--- src/rtl/uart_tx_arb.sv ---
// Round-robin arbiter that lets N_REQ character sources share one UART TX
// buffer write port. The owner keeps the port until its message ends, its
// burst allowance runs out, or it sits idle for TIMEOUT cycles.
module uart_tx_arb #(
    parameter int unsigned N_REQ           = 4,
    parameter int unsigned UART_DATA_WIDTH = 8,
    parameter int unsigned MAX_BURST       = 16,
    parameter int unsigned TIMEOUT         = 64,
    localparam int unsigned ID_W           = (N_REQ > 1) ? $clog2(N_REQ) : 1
) (
    input  logic                             clock,
    input  logic                             reset,
    input  logic [N_REQ-1:0]                 req_valid,
    input  logic [N_REQ-1:0]                 req_last,
    input  logic [N_REQ*UART_DATA_WIDTH-1:0] req_data,
    output logic [N_REQ-1:0]                 req_ready,
    output logic                             tx_wr,
    output logic [UART_DATA_WIDTH-1:0]       tx_d_in,
    input  logic                             tx_full,
    output logic [ID_W-1:0]                  grant_id,
    output logic                             busy
);

    localparam int unsigned BEAT_W = $clog2(MAX_BURST + 1);
    // Idle counter only needs to reach TIMEOUT-1.
    localparam int unsigned IDLE_W = (TIMEOUT > 1) ? $clog2(TIMEOUT) : 1;

    typedef enum logic {
        ST_IDLE   = 1'b0,
        ST_STREAM = 1'b1
    } state_t;

    state_t              state_q, state_d;
    logic [ID_W-1:0]     grant_q, grant_d;
    logic [ID_W-1:0]     rr_ptr_q, rr_ptr_d;
    logic [BEAT_W-1:0]   beat_q, beat_d;
    logic [IDLE_W-1:0]   idle_q, idle_d;

    logic                pick_found;
    logic [ID_W-1:0]     pick_idx;
    logic                g_valid;
    logic                g_last;
    logic [UART_DATA_WIDTH-1:0] g_data;
    logic                transfer;
    logic [BEAT_W-1:0]   beat_inc;
    logic [ID_W-1:0]     grant_next_ptr;

    // Round-robin search: first valid requester at or after rr_ptr, wrapping.
    always_comb begin
        int unsigned cand;
        logic [ID_W-1:0] cand_idx;
        pick_found = 1'b0;
        pick_idx   = '0;
        cand       = 0;
        cand_idx   = '0;
        for (int unsigned i = 0; i < N_REQ; i++) begin
            cand = 32'(rr_ptr_q) + i;
            if (cand >= N_REQ) begin
                cand = cand - N_REQ;
            end
            cand_idx = ID_W'(cand);
            if (!pick_found && req_valid[cand_idx]) begin
                pick_found = 1'b1;
                pick_idx   = cand_idx;
            end
        end
    end

    // Select the granted requester's valid/last/data.
    always_comb begin
        g_valid = 1'b0;
        g_last  = 1'b0;
        g_data  = '0;
        for (int unsigned i = 0; i < N_REQ; i++) begin
            if (grant_q == ID_W'(i)) begin
                g_valid = req_valid[i];
                g_last  = req_last[i];
                g_data  = req_data[i*UART_DATA_WIDTH +: UART_DATA_WIDTH];
            end
        end
    end

    // Write-port handshake and status outputs, all derived from current state.
    always_comb begin
        busy     = (state_q == ST_STREAM);
        transfer = busy && g_valid && !tx_full;
        tx_wr    = transfer;
        tx_d_in  = g_data;
        grant_id = grant_q;
        req_ready = '0;
        for (int unsigned i = 0; i < N_REQ; i++) begin
            req_ready[i] = transfer && (grant_q == ID_W'(i));
        end
    end

    // Next-state, grant, pointer and counter updates.
    always_comb begin
        state_d  = state_q;
        grant_d  = grant_q;
        rr_ptr_d = rr_ptr_q;
        beat_d   = beat_q;
        idle_d   = idle_q;

        beat_inc       = beat_q + 1'b1;
        grant_next_ptr = (grant_q == ID_W'(N_REQ - 1)) ? '0 : grant_q + 1'b1;

        unique case (state_q)
            ST_IDLE: begin
                if (pick_found) begin
                    grant_d = pick_idx;
                    beat_d  = '0;
                    idle_d  = '0;
                    state_d = ST_STREAM;
                end
            end
            ST_STREAM: begin
                if (transfer) begin
                    // A transfer always completes first; release is then
                    // decided by message end or exhausted burst allowance.
                    beat_d = beat_inc;
                    idle_d = '0;
                    if (g_last || (beat_inc == BEAT_W'(MAX_BURST))) begin
                        state_d  = ST_IDLE;
                        rr_ptr_d = grant_next_ptr;
                    end
                end else if (!g_valid) begin
                    if (idle_q == IDLE_W'(TIMEOUT - 1)) begin
                        state_d  = ST_IDLE;
                        rr_ptr_d = grant_next_ptr;
                    end else begin
                        idle_d = idle_q + 1'b1;
                    end
                end
                // Valid but tx_full: hold everything, never release.
            end
            default: begin
                state_d = ST_IDLE;
            end
        endcase
    end

    // State register with asynchronous active-low reset.
    always_ff @(posedge clock or negedge reset) begin
        if (!reset) begin
            state_q  <= ST_IDLE;
            grant_q  <= '0;
            rr_ptr_q <= '0;
            beat_q   <= '0;
            idle_q   <= '0;
        end else begin
            state_q  <= state_d;
            grant_q  <= grant_d;
            rr_ptr_q <= rr_ptr_d;
            beat_q   <= beat_d;
            idle_q   <= idle_d;
        end
    end

endmodule

--- config.mk ---
export PLATFORM = sky130hd
export DESIGN_NAME = uart_tx_arb
export DESIGN_NICKNAME = d
export VERILOG_FILES = /design/src/rtl/uart_tx_arb.sv
export SDC_FILE = /design/constraint.sdc
export NUM_CORES = 1
export LEC_CHECK = 0
export BUFFER_PORTS_ARGS = -buffer_cell sky130_fd_sc_hd__buf_4
export CORE_MARGIN = 4
export CORE_UTILIZATION = 40
export CTS_CLUSTER_DIAMETER = 40
export DETAILED_ROUTE_END_ITERATION = 16
export HOLD_SLACK_MARGIN = 0.05
export PLACE_DENSITY = 0.71
export SETUP_SLACK_MARGIN = 0.3
export SLEW_MARGIN = 20
export SYNTH_ARGS = -nofsm -noshare
export SYNTH_HDL_FRONTEND = slang
export SYNTH_SLANG_ARGS = --single-unit
--- constraint.sdc ---
create_clock -name clock -period 5.6 [get_ports clock]
set_input_delay 1.12 -clock clock [delete_from_list [all_inputs] [get_ports clock]]
set_output_delay 1.12 -clock clock [all_outputs]
set_load 0.01 [all_outputs]
==> flow_summary_export.csv <==
group,metric,value,unit
run_status,status,"complete, no violations",
setup_path,series_of_cell_instances_along_the_critical_path,"ha_1, a211oi_1, a211o_1, or3_4, inv_2, and2_1, buf_4",
floorplanning,floorplan.initialDensity,43.3,%
floorplanning,die_height,63.8,um
global_route,grt_start_max_net_pins,25,
power,power.share.switching,43.9,%
global_route,first_global_vias,1237,
setup_path,r2r_slack,2.82,ns
detailed_routing,dr_wl_met3,293,um
synthesis,syn_area_per_cell,8.31,um^2
floorplanning,fp.coreArea,2880,um^2
placement,pre_cts_slack,2.04,ns
synthesis,synth.top_cell.area_share,32.1,%
cts,worstSkewPairLatency,0.28,ns
synthesis,ys.flop_type,"sky130_fd_sc_hd__dfrtp_1",
detailed_routing,drt.antenna.violating_nets,0,
sta,post-route-min-period,3.78,ns
sta,worst_slew_margin_relative_to_its_limit,52.5,%
power,p_int,0.460,mW
setup_path,critPathKind,"reg2out",
setup_path,crit_path_top_delay_cell,"sky130_fd_sc_hd__ha_1",
detailed_routing,wl,3.47,mm
synthesis,syn_nets,199,
power,seq_power_share,26.3,%
detailed_routing,total_number_of_vias,1342,
global_route,grt_antenna_before_repair,0,
sta,max_freq,264,MHz
synthesis,synth_largest_area_cell,"sky130_fd_sc_hd__dfrtp_1",
detailed_routing,sum_of_met2_wire_segment_lengths_after_detailed_routing,1.57,mm
placement,final_weighted_congestion_of_routability_driven_global_placement,0.867,
detailed_routing,route.layer.met1.wl,1.57,mm
cts,tritoncts.num_buffers,3,
global_route,global_route.overflow_total,0,
floorplanning,floorplan.rows,19,
sta,hold_viol,0,
setup_path,crit_fanout,24,
sta,max_slew.worst_pin.slew,0.712,ns
power,ir_worst_vdd,255,uV
synthesis,netlist_instances,150,
power,power.net_switching,0.361,mW
final_layout,fillerInstances,273,
final_layout,final-instance-count-excl-fill,246,
cts,postCtsSetupRepairBufs,0,
sta,final_sum_of_negative_setup_slack,0,ns
sta,finalMaxSlewViolations,0,
setup_path,cp_data_arrival_time,2.66,ns
setup_path,worst_setup_path_end_kind,"primary output",
min_path,worst_min_path_class,"reg2reg",
floorplanning,die_width,63.8,um
final_layout,final_net_count,254,
setup_path,required,4.48,ns
cts,cells_resized_by_post_cts_repair,0,
final_layout,syn2layout_area_growth,39.6,%
synthesis,yosysSeqAreaShare,32.1,%
cts,max-clock-path-buffers,2,
detailed_routing,detail_route.first_pass.iterations,4,
power,power_frac_clock,9.2,%
sta,grt_setup_unrepaired,"no",
power,p_comb_share,64.5,%
synthesis,number_of_different_library_cells_in_the_post_synthesis_netlist,36,
cts,tritoncts_clock_tree,"built",
power,fin_total_pwr,0.821,mW
floorplanning,pin_count,59,
power,power_density,472,nW/um^2
sta,final_period_utilization,67.5,%
cts,post_cts_hold_buffer_count,0,
global_route,global_route.usage.total,16.8,%
cts,clk_root_buffer_cell,"sky130_fd_sc_hd__clkbuf_4",
synthesis,synth_area,1250,um^2
detailed_routing,drt_iter0_drc,113,
synthesis,ys_seq_elements,16,
detailed_routing,post_drt_via_cell_ratio,5.46,
detailed_routing,top_layer,"met4",
placement,placement.io_buffers,58,
synthesis,synthesis.yosys.warnings,0,
power,power.leakage,0.856,nW
detailed_routing,routed_wire_length_per_instance,14.1,um
setup_path,crit_path_start_kind,"register",
final_layout,layout.cell_area.non_filler,1740,um^2
synthesis,synth_edf_count,0,
cts,htree_levels,1,
final_layout,diodes,0,
job,maxCapViolCount,0,
global_route,grt_first_pass_wirelength,5.60,mm
floorplanning,fp.dieArea,4070,um^2
synthesis,synth.area.top_cells,"sky130_fd_sc_hd__dfrtp_1 32%, sky130_fd_sc_hd__o21ai_0 7.6%, sky130_fd_sc_hd__a221o_1 6.4%, sky130_fd_sc_hd__ha_1 6.0%, sky130_fd_sc_hd__nand2_1 4.5%",
placement,place_hpwl,2.76,mm
sta,setup_viol_count_final,0,
detailed_routing,drcViolationCount,0,
placement,placed_cell_area,1700,um^2
cts,clock_sink_count,16,
setup_path,worst_path_max_stage_delay,0.65,ns
cts,clk_pin_slew_worst_paths,0.09,ns
final_layout,post_route_cells_drive_above_1_share,32.4,%
sta,skew,0.00110,ns
placement,placed_cells_incl_taps,242,
sta,setup_slack,1.82,ns
synthesis,async_flop_share,100,%
[logic make-up after synthesis]
family,after synthesis,synth area share (%)
buffers and inverters,16,4.92
AO/OA/AOI/OAI,49,26.0
multiplexers,5,4.32
AND/OR/NAND/NOR,54,23.8
adder cells (fa/ha/maj),6,6.02
XOR/XNOR,4,2.81
flip-flops,16,32.1
[area by class of cell]
class / instances / area, um^2 / share of cell area [%]
flip-flops and latches: 16 / 400 / 23.0
multi-input cells: 118 / 785 / 45.1
inverters: 8 / 30.0 / 1.73
repair buffers: 58 / 435 / 25.0
well taps: 42 / 52.6 / 3.02
clock buffers: 4 / 36.3 / 2.09
[critical path, delay by kind of cell (launching register included)]
kind | cells | cell delay (ns)
DFF | 1 | 0.45
AOI/OAI and AO/OA | 2 | 0.49
buffers and inverters | 2 | 0.22
adders and majority gates | 1 | 0.65
and+or+nand+nor | 2 | 0.55
[through the flow]
step                utilization [%]  hold slack [ns]
detailed placement             59.2            0.525
global placement               59.2            0.518
finish                         60.5            0.554
floorplan                         -            0.498
CTS                            60.5            0.556
global route                   60.5            0.586
[synthesized netlist by cell type (all sizes together) (2+ instances only)]
library cell / number
xor2: 2
a21oi: 6
nor2b: 4
ha: 6
o21ai: 24
and4b: 2
xnor2: 2
mux2i: 2
nand2: 15
nor2: 3
nand3b: 2
dfrtp: 16
and3: 3
a221o: 8
a211o: 4
nor3: 3
clkbuf: 7
a22o: 3
and2: 2
nor3b: 4
inv: 8
mux2: 3
nand3: 11
[metal layers]
| metal | track usage [%] | vias to the layer above |
|---|---|---|
| li1 | - | 661 |
| met5 | 0 | - |
| met2 | 26.1 | 68 |
| met1 | 22.9 | 609 |
| met3 | 3.50 | 4 |
| met4 | 6.47 | 0 |
[sequential cells by signal, summed over array words and instances (netlist names)]
register  flops
idle_q        6
beat_q        5
grant_id      2
rr_ptr_q      2
busy          1
[layout by cell type, fill, tap and decap left out, types with 5 or more instances in the layout]
cell type	n
sky130_fd_sc_hd__o21ai_0	19
sky130_fd_sc_hd__o21ai_1	5
sky130_fd_sc_hd__inv_1	6
sky130_fd_sc_hd__nand2_1	15
sky130_fd_sc_hd__dfrtp_1	16
sky130_fd_sc_hd__a21oi_1	6
sky130_fd_sc_hd__nand3_1	11
sky130_fd_sc_hd__buf_4	58
sky130_fd_sc_hd__a221o_1	8
sky130_fd_sc_hd__ha_1	6
[worst paths after layout]
kind	startpoint	end	cells after the start
worst max-delay path	grant_id[0]	req_ready[1]	7
worst max register to register	grant_id[0]	rr_ptr_q[0]	6
min in group asynchronous	reset	rr_ptr_q[1]	1
max in group asynchronous	reset	grant_id[0]	1
worst min register to register	idle_q[4]	idle_q[4]	1
worst min-delay path	idle_q[4]	idle_q[4]	1
[power by group through the flow]
| stage | combinational [mW] | sequential, mW | clock, mW |
|---|---|---|---|
| 5_1_grt | 0.587 | 0.225 | 0.0846 |
| 3_5_place_dp | 0.534 | 0.218 | 0 |
| 4_1_cts | 0.538 | 0.215 | 0.0786 |
| 6_report | 0.530 | 0.216 | 0.0758 |
| 3_3_place_gp | 0.528 | 0.213 | 0 |
| 2_1_floorplan | 0.351 | 0.209 | 0 |
Power figures use the tool's default switching activity.
